--- src/rtl/microwave_pkg.sv ---
// Shared definitions for the microwave cook sequencer: state encoding,
// power/phase/beep limits and the power clamp helper.
package microwave_pkg;

  localparam int unsigned POWER_MAX  = 10;
  localparam int unsigned PHASE_WRAP = 10;
  localparam int unsigned BEEP_TICKS = 3;
  localparam int unsigned POWER_W    = 4;
  localparam int unsigned PHASE_W    = 4;
  localparam int unsigned BEEP_W     = 2;

  typedef enum logic [1:0] {
    ST_IDLE  = 2'd0,
    ST_COOK  = 2'd1,
    ST_PAUSE = 2'd2,
    ST_DONE  = 2'd3
  } state_t;

  // Out-of-range settings (0 or above the maximum) run at full power.
  function automatic logic [POWER_W-1:0] clamp_power(input logic [POWER_W-1:0] p);
    if (p == '0 || p > POWER_W'(POWER_MAX)) begin
      return POWER_W'(POWER_MAX);
    end
    return p;
  endfunction

endpackage

--- src/rtl/btn_edge.sv ---
// Falling-edge detector for an active-low, pre-synchronized button level.
// Ports: clock, resetn (async active-low), level (button level),
//        fall_c (one-cycle press event, combinational from history).
module btn_edge (
  input  logic clock,
  input  logic resetn,
  input  logic level,
  output logic fall_c
);

  logic prev;

  // History resets to released so a reset release never looks like a press.
  always_ff @(posedge clock or negedge resetn) begin
    if (!resetn) begin
      prev <= 1'b1;
    end else begin
      prev <= level;
    end
  end

  assign fall_c = prev & ~level;

endmodule

--- src/rtl/cook_sequencer.sv ---
// Microwave cook sequencer: runs IDLE/COOK/PAUSE/DONE, gates the magnetron
// by a 10-phase duty cycle and pulses the timer datapath.
// Ports: clock, resetn (async active-low), tick (1 s pulse), startn/stopn/
//        clearn (active-low buttons), door_closed, power_level[3:0],
//        time_zero | key_en, count_en, time_clear, mag_on, beep, state[1:0].
module cook_sequencer
  import microwave_pkg::*;
(
  input  logic               clock,
  input  logic               resetn,
  input  logic               tick,
  input  logic               startn,
  input  logic               stopn,
  input  logic               clearn,
  input  logic               door_closed,
  input  logic [POWER_W-1:0] power_level,
  input  logic               time_zero,
  output logic               key_en,
  output logic               count_en,
  output logic               time_clear,
  output logic               mag_on,
  output logic               beep,
  output logic [1:0]         state
);

  state_t              state_q, state_d;
  logic [PHASE_W-1:0]  phase_q, phase_d;
  logic [POWER_W-1:0]  power_q, power_d;
  logic [BEEP_W-1:0]   beep_cnt_q, beep_cnt_d;
  logic                count_en_d, time_clear_d;
  logic                start_ev, stop_ev, clear_ev;

  btn_edge u_start (.clock(clock), .resetn(resetn), .level(startn), .fall_c(start_ev));
  btn_edge u_stop  (.clock(clock), .resetn(resetn), .level(stopn),  .fall_c(stop_ev));
  btn_edge u_clear (.clock(clock), .resetn(resetn), .level(clearn), .fall_c(clear_ev));

  // State and datapath registers.
  always_ff @(posedge clock or negedge resetn) begin
    if (!resetn) begin
      state_q    <= ST_IDLE;
      phase_q    <= '0;
      power_q    <= POWER_W'(POWER_MAX);
      beep_cnt_q <= '0;
      count_en   <= 1'b0;
      time_clear <= 1'b0;
    end else begin
      state_q    <= state_d;
      phase_q    <= phase_d;
      power_q    <= power_d;
      beep_cnt_q <= beep_cnt_d;
      count_en   <= count_en_d;
      time_clear <= time_clear_d;
    end
  end

  // Next-state logic; stop always outranks start.
  always_comb begin
    state_d      = state_q;
    phase_d      = phase_q;
    power_d      = power_q;
    beep_cnt_d   = '0;
    count_en_d   = 1'b0;
    time_clear_d = 1'b0;
    unique case (state_q)
      ST_IDLE: begin
        if (clear_ev) begin
          time_clear_d = 1'b1;
        end else if (start_ev && !stop_ev && door_closed && !time_zero) begin
          state_d = ST_COOK;
          power_d = clamp_power(power_level);
          phase_d = '0;
        end
      end
      ST_COOK: begin
        if (!door_closed || stop_ev) begin
          state_d = ST_PAUSE;
        end else if (time_zero) begin
          state_d = ST_DONE;
        end else if (tick) begin
          count_en_d = 1'b1;
          phase_d    = (phase_q == PHASE_W'(PHASE_WRAP - 1)) ? '0 : phase_q + PHASE_W'(1);
        end
      end
      ST_PAUSE: begin
        if (stop_ev || clear_ev) begin
          state_d      = ST_IDLE;
          time_clear_d = 1'b1;
        end else if (start_ev && door_closed) begin
          state_d = ST_COOK;
        end
      end
      ST_DONE: begin
        beep_cnt_d = beep_cnt_q;
        if (start_ev || stop_ev || clear_ev || !door_closed) begin
          state_d    = ST_IDLE;
          beep_cnt_d = '0;
        end else if (tick) begin
          if (beep_cnt_q == BEEP_W'(BEEP_TICKS - 1)) begin
            state_d    = ST_IDLE;
            beep_cnt_d = '0;
          end else begin
            beep_cnt_d = beep_cnt_q + BEEP_W'(1);
          end
        end
      end
      default: state_d = ST_IDLE;
    endcase
  end

  // Door term is live so the magnetron drops in the cycle the door opens.
  assign mag_on = (state_q == ST_COOK) && door_closed && (phase_q < power_q);
  assign key_en = (state_q == ST_IDLE);
  assign beep   = (state_q == ST_DONE);
  assign state  = state_q;

endmodule
--- config.mk ---
export PLATFORM = sky130hd
export DESIGN_NAME = cook_sequencer
export DESIGN_NICKNAME = d
export VERILOG_FILES = /design/src/rtl/microwave_pkg.sv /design/src/rtl/btn_edge.sv /design/src/rtl/cook_sequencer.sv
export SDC_FILE = /design/constraint.sdc
export NUM_CORES = 1
export LEC_CHECK = 0
export ABC_AREA = 0
export ABC_CLOCK_PERIOD_IN_PS = 3500
export CORE_ASPECT_RATIO = 1.2
export CORE_MARGIN = 3
export CORE_UTILIZATION = 50
export DETAILED_ROUTE_END_ITERATION = 16
export PLACE_DENSITY = 0.81
export SLEW_MARGIN = 30
export SYNTH_ARGS = -nofsm -noshare
export SYNTH_HDL_FRONTEND = slang
export SYNTH_SLANG_ARGS = --single-unit
--- constraint.sdc ---
create_clock -name clock -period 3.5 [get_ports clock]
set_clock_uncertainty 0.2 [all_clocks]
set_input_delay 0.525 -clock clock [delete_from_list [all_inputs] [get_ports clock]]
set_output_delay 0.525 -clock clock [all_outputs]
set_load 0.02 [all_outputs]
* Yosys cells after proc, flatten, opt, wreduce, memory -nomap -nowiden
Index checks and enable logic that the tools add are counted.
Cells by class: reduce and logical (&&, ||, !) cells 21, mux-type cells 34, $lt $le $gt $ge 2, add/subtract/negate cells 2, bitwise logic cells 7, equal/unequal tests 14
Operators with widths (number):
- $mux 4 | 8
- $mux 2 | 13
- $reduce_and 6->1 | 2
- $mux 1 | 10
- $ne 2x2->1 const B | 4
- $pmux 2 s4 | 1
- $pmux 4 s2 | 1
- $eq 2x2->1 const B | 3
- $logic_and 1x1->1 | 6
- $logic_or 1x1->1 | 6
- $ne 3x3->1 const B | 2
- $add 4x1->4 const B | 1
- $eq 4x4->1 const B | 1
- $gt 4x4->1 const B | 1
- $logic_not 4->1 | 1
- $lt 4x4->1 | 1
- $not 1->1 | 4
- $and 1x1->1 | 3
- $logic_not 1->1 | 3
- $ne 3x1->1 const B | 1
- $ne 3x2->1 const B | 1
- $reduce_and 3->1 | 1
- $add 2x1->2 const B | 1
- $eq 2x1->1 const B | 1
- 4 further kinds | 4
Word-level totals: input port bits 12, output and inout bits 7, bits in registers 17, logic and storage cells 89

* Longest topological paths before layout
depth in word-level cells 10, depth in mapped cells 6, gate-level depth less buffers 6

* Modules after synthesis
From an unflattened synthesis, not the netlist that was laid out.
Second synthesis, totals: cell total of the unflattened synthesis 96, area, all modules 1017.2 um^2
By module, submodules not included:
- cook_sequencer | cells an instance 90, area an instance 897.1 um^2, instances 1
- btn_edge | cells an instance 2, area an instance 40.0 um^2, instances 3

* Worst setup path after synthesis
OpenSTA, ideal clock, no wires.
path kind flip-flop to output port, start point register power_q[1], end point output port mag_on, arrival time 1994 ps, path buffers 0, setup slack 781 ps, stages on the path, launching flop included 6, cells stage by stage dfstp_2 -> inv_1 -> ha_1 -> a21o_1 -> a21o_1 -> a2111oi_1
Between the ends: cells in the longest elaborated chain, start to end 2
RTL lines:
- start, declared | RTL line cook_sequencer.sv:28 | logic [POWER_W-1:0] power_q, power_d;
- start signal, assigned | RTL line cook_sequencer.sv:42 | power_q <= POWER_W'(POWER_MAX);
- start signal, assigned | RTL line cook_sequencer.sv:49 | power_q <= power_d;
- $lt 4x4->1 | RTL line cook_sequencer.sv:111 | assign mag_on = (state_q == ST_COOK) && door_closed && (phase_q < power_q);
- $logic_and 1x1->1 | RTL line cook_sequencer.sv:111
- end, declared | RTL line cook_sequencer.sv:21 | output logic mag_on,
Every way passes these cells.

* Worst setup path after layout
Ends and elaborated chain as after synthesis.

==> impl_metrics.ini <==
[outcome]
status = complete, no violations

[worst_setup_path]
cp.required_ps = 2770
critPathMaxFanout = 2
cp.arrival_ps = 2570
start_kind = flip-flop
critPathKind = flip-flop to output port
critPathCaptureType = output port

[place]
io_buffer_count = 18
place_congestion = 0.742
hpwl_um = 1510
dp.cells = 130
pre_cts_ws_ps = 536

[layout]
diodes = 0
area_delta_synth_final_pct = 22.4
fillerInstances = 141
fin_cells = 134
seqCellArea_sq_um = 432
multi_input_area_sq_um = 510
layout-drive-gt1-share_pct = 11.2
finalNetCount = 134

[job]
drv_cap = 0

[sta]
setup_viol = 0
period_share_pct = 94.1
worst-slew-pin-transition_ps = 748
fmax_mhz = 304
max_slew_margin_pct = 50.0
rsz0062_at_grt = no
drv_slew = 0
hold_viol = 0
fin_setup_tns_ps = 0
post-route-min-period_ps = 3290
finalWorstSetupSlack_ps = 207

[route]
initialDrtViolationCount = 9
wl_per_cell_um = 14.4
drc = 0
drt-pass1-iter-count = 4
via_count = 764
vias_per_cell = 5.70
wl_um = 1930
ant_nets = 0

[cts]
clk_path_buf_depth = 2
clkTransAtPathRegs_ps = 90
numCtsBuffers = 3
cts_tree = yes
post_cts_buffers = 0
insertion_delay_ps = 290
cts.sinks = 17
cts-root-buf = clkbuf_4
cts_hold_buf = 0
htreeDepth = 1
cts_resized = 0

[global_route]
grt_start_max_net_pins = 18
grt_pass1_vias = 718
grt_pass1_wl_um = 3270
grt_overflow = 0
antenna_found_initial = 0
grt_use_total_pct = 18.2

[min_path]
hp-class = flip-flop to flip-flop

[floorplan]
die_w_um = 46.4
dieArea_sq_um = 2530
core_sq_um = 1740
die_h_um = 54.5
initial_core_util_pct = 56.2
boundaryPins = 19
rows = 16

[yosys]
seq_area_frac_synth_pct = 44.1
ys_types = 34
yosysWarnings = 0
ys_ff_latch = 17
mappedNetlistNets = 113
ys_async_sr_fraction_pct = 100
synth_edf_count = 0
dominantRegCellSynth = dfrtp_1
netlist_instances = 96
syn_avg_cell_area_sq_um = 10.2
syn_area_sq_um = 978

[power_and_ir_drop]
leakagePower_nw = 0.533
powerDensity_nw_per_um2 = 531
ir_drop_uv = 352
finalPower_mw = 0.636
==> worst paths after layout <==
| path | start | end | slack (ps) | depth (start not counted) |
|---|---|---|---|---|
| max in group asynchronous | resetn | power_q[2]$_DFFE_PN0P_ | 2170 | 1 |
| min in group asynchronous | resetn | phase_q[3]$_DFFE_PN0P_ | 470 | 1 |
| max | power_q[1]$_DFFE_PN1P_ | mag_on | 210 | 6 |
| max reg2reg | u_start.prev$_DFF_PN1_ | phase_q[3]$_DFFE_PN0P_ | 1690 | 4 |
| min reg2reg | power_q[1]$_DFFE_PN1P_ | power_q[1]$_DFFE_PN1P_ | 310 | 2 |
| min | power_q[1]$_DFFE_PN1P_ | power_q[1]$_DFFE_PN1P_ | 310 | 2 |
==> where the power goes <==
part	switching, mW	internal [mW]	total [mW]
Sequential	0.0454	0.247	0.293
Combinational	0.125	0.114	0.239
Clock	0.0600	0.0444	0.104
==> flip-flops by register name, indices dropped and copies added, names as in the netlist <==
signal        count
u_clear.prev      1
u_stop.prev       1
power_q           4
time_clear        1
u_start.prev      1
state             2
count_en          1
phase_q           4
beep_cnt_q        2
==> cell usage after synthesis (2+ instances only) <==
| cell type | count | area (sq um) |
|---|---|---|
| dfrtp_1 | 12 | 300 |
| nor2_1 | 10 | 37.5 |
| inv_1 | 7 | 26.3 |
| nand2_1 | 7 | 26.3 |
| dfstp_2 | 5 | 131 |
| ha_1 | 5 | 62.6 |
| mux2i_1 | 5 | 50.1 |
| a21o_1 | 4 | 30.0 |
| nand2b_1 | 4 | 25.0 |
| nor3_1 | 4 | 20.0 |
| nand3b_1 | 3 | 22.5 |
| o21ai_0 | 3 | 15.0 |
| o31ai_1 | 3 | 22.5 |
| buf_2 | 2 | 10.0 |
| nand3_1 | 2 | 10.0 |
| o31a_1 | 2 | 17.5 |
==> through the flow <==
stage	hold WS (ps)	util (%)	area, sq um
3_5_place_dp	299	67.2	1170
5_1_grt	352	68.8	1200
4_1_cts	313	68.8	1200
6_report	308	68.8	1200
3_3_place_gp	274	67.2	1170
2_1_floorplan	29.4	-	978
==> worst max-delay path: stages, from the launching register on <==
cell	delay, ps
dfstp_2	530
inv_1	50
ha_1	260
a21o_1	150
a21o_1	170
a2111oi_1	430
clkdlybuf4s50_1	690
==> metal layers <==
layer | global-route usage [%] | part of all wire, % | wire (um) | up-vias
met5 | 0 | 0 | 0 | -
met4 | 8.53 | 1.9 | 36 | 0
met3 | 3.29 | 4.0 | 78 | 5
met2 | 30.0 | 49 | 947 | 21
met1 | 22.5 | 45 | 869 | 355
li1 | - | - | - | 383
==> logic make-up after synthesis <==
kind of cell	Yosys count	share of synthesized area, %
DFF	17	44.1
muxes	6	6.27
AOI/OAI and AO/OA	18	13.8
buffers and inverters	9	3.71
adders and majority gates	5	6.39
and+or+nand+nor	41	25.7
==> cell type report <==
type | count | area share, %
clock buffers | 4 | 2.19
inverters | 7 | 2.19
multi-input cells | 70 | 42.6
flip-flops and latches | 17 | 36.1
well taps | 18 | 1.88
repair buffers | 18 | 15.0
==> placed cells by master, fill, tap and decap left out, types with 4 or more instances in the layout <==
cell             count
clkdlybuf4s50_1     18
nand2_1              7
nand2b_1             4
dfstp_2              5
inv_1                7
mux2i_1              5
nor2_1              10
dfrtp_1             12
a21o_1               4
nor3_1               4
ha_1                 5
Note: power is estimated with default switching activity, not from simulation.
==> edit (same flow settings) <==
The output `time_clear` loses its register stage (`time_clear` becomes a continuous assignment).
--- a/src/rtl/cook_sequencer.sv
+++ b/src/rtl/cook_sequencer.sv
@@ -43,5 +43,4 @@
       beep_cnt_q <= '0;
       count_en   <= 1'b0;
-      time_clear <= 1'b0;
     end else begin
       state_q    <= state_d;
@@ -50,7 +49,8 @@
       beep_cnt_q <= beep_cnt_d;
       count_en   <= count_en_d;
-      time_clear <= time_clear_d;
     end
   end
+
+  assign time_clear = time_clear_d;
 
   // Next-state logic; stop always outranks start.
Check against the original RTL: not equivalent (a bounded check fails within 4 cycles, from zero or initial values and one cycle with resetn low).
==> edit against the unedited design <==
Hold slack got worse by 0.0083 ns; area after synthesis decreased by 0.77%; register-to-register slack worse by 0.07 ns; setup slack gained 0.23 ns; sequential cell count fell by 1; routed wire length decreased by 7.5%; synthesized cell count shrank 1.0%; power rose by 0.80%; cell area down 1.6%; critical path type unchanged; critical endpoint unchanged; largest cell class unchanged; highest routed layer unchanged.
==> edit: results <==
group,metric,value,unit
detailed_routing,detailedRoute.firstIterationViolations,8,
clocking,tritoncts.num_buffers,3,
global_route,vias_in_the_first_global_route,754,
setup_path,cp_data_arrival_time,2.34,ns
logic_synthesis,synth.net_count,112,
setup_path,regToRegSetupSlack,1.62,ns
power,vdd_drop_max,446,uV
min_path,worstHoldEndpoint,"power_q[1]",
setup_path,delay_contributed_by_the_slowest_stage_of_the_critical_path,0.65,ns
timing,fin_tns_setup,0,ns
detailed_routing,vias,755,
logic_synthesis,yosys_warnings,0,
clocking,htree_num_levels,1,
setup_path,regToRegEndpoint,"phase_q[1]",
place,replace_congestion,0.754,
place,port_buffers,18,
setup_path,cp_top_family,"buffers and inverters",
logic_synthesis,synthTopCellsByArea,"sky130_fd_sc_hd__dfrtp_1 28%, sky130_fd_sc_hd__dfstp_2 14%, sky130_fd_sc_hd__ha_1 6.4%",
clocking,worst_setup_hold_path_clk_slew,0.09,ns
final_layout,post_route_cells_drive_above_1_share,14.0,%
final_layout,num-nets-final,132,
outcome,status,"complete, no violations",
detailed_routing,avgRoutedWirePerCell,13.5,um
setup_path,critical_path_peak_fanout,2,
clocking,resized_gates_after_cts,0,
logic_synthesis,ys_seq_area_share,41.9,%
global_route,global_route_met3_usage,2.63,%
timing,hold_slack,0.300,ns
detailed_routing,routed_wl,1790,um
logic_synthesis,synthCells,95,
min_path,hold_path_startpoint,"power_q[1]",
detailed_routing,detail_route.first_pass.iterations,6,
min_path,hold_class,"reg -> reg",
global_route,grt_max_degree,17,
power,total_switching_power,229,uW
power,power_leakage,0.000550,uW
final_layout,final.fill_count,136,
global_route,groute.layer.met2.usage,30.3,%
clocking,ctsLongestPathBuffers,2,
logic_synthesis,ys.flop_type,"sky130_fd_sc_hd__dfrtp_1",
clocking,cts_root_buffer,"sky130_fd_sc_hd__clkbuf_4",
global_route,grt_usage,17.8,%
min_path,hold_path_depth,2,
timing,max_slew_margin,52.7,%
global_route,wire_length_of_the_first_global_routing_pass,3160,um
place,detailed_place_hpwl,1360,um
logic_synthesis,synth_cell_type_count,36,
final_layout,antennaDiodeCount,0,
global_route,globalRouteMet1Util,21.0,%
setup_path,rr_startpoint,"u_start.prev",
logic_synthesis,synth_top_cells_by_count,"11 x sky130_fd_sc_hd__dfrtp_1, 10 x sky130_fd_sc_hd__nor2_1, 7 x sky130_fd_sc_hd__inv_1, 6 x sky130_fd_sc_hd__mux2i_1, 6 x sky130_fd_sc_hd__nand2_1",
clocking,post_cts.repair.setup_buffers,0,
-- edit: changes by cell type after synthesis, sizes merged, moves of 2 or more --
| cell | delta |
|---|---|
| o2bb2ai | +2 |
| nor4 | -2 |
| nand3 | -2 |
| a2bb2oi | +2 |
| o31ai | -3 |
| nor2b | +2 |
| nand3b | -2 |
| o31a | -2 |
| a21o | -2 |
-- edit: cells by family (layout without fill, tap and decap cells) --
group / Yosys count / count (layout) / share of synthesized area, %
AOI/OAI and AO/OA: 18 / 18 / 16.5
muxes: 8 / 8 / 8.51
adders and majority gates: 5 / 5 / 6.44
DFF: 16 / 16 / 41.9
buffers and inverters: 10 / 29 / 4.90
and+or+nand+nor: 38 / 38 / 21.8
-- edit: worst max-delay path by stage --
stage	end	slack [ns]	cells after the start
floorplan	mag_on	1.10	5
global placement	mag_on	0.69	4
detailed placement	time_clear	0.70	5
CTS	mag_on	0.41	6
global route	mag_on	0.31	6
finish	mag_on	0.43	6
-- edit: power by group through the flow --
stage | logic (uW) | clock network [uW] | registers [uW]
after floorplan | 177 | 0 | 272
after global placement | 256 | 0 | 285
after detailed placement | 260 | 0 | 285
after CTS | 265 | 103 | 282
after global routing | 293 | 110 | 290
final | 262 | 97.8 | 282
-- edit: through the flow --
step                      power (uW)  cell area, um^2  utilization [%]  setup WS, ns
final                            641             1180             68.5         0.433
after global routing             692             1180             68.5         0.309
after CTS                        650             1180             68.5         0.414
after detailed placement         545             1150             66.9         0.704
after global placement           541             1150             66.9         0.694
after floorplan                  449              971                -          1.10
-- edit: worst register-to-register path: cells and delay by family, from the launching register on --
family	cells	cell delay, ns
simple gates	2	0.35
flops	1	0.53
compound gates	1	0.37
mux	1	0.33
-- edit: final cells by class --
cell class	instances	share of cell area (%)
inverter	7	2.23
sequential	16	34.5
clock buffer	4	2.23
timing repair buffer	18	15.3
multi-input combinational	69	43.8
tap	18	1.91
-- edit: layer usage --
layer  up-vias  wire length (um)
met1       358               786
met3         4                74
li1        375                 -
met5         -                 0
met2        18               896
met4         0                29
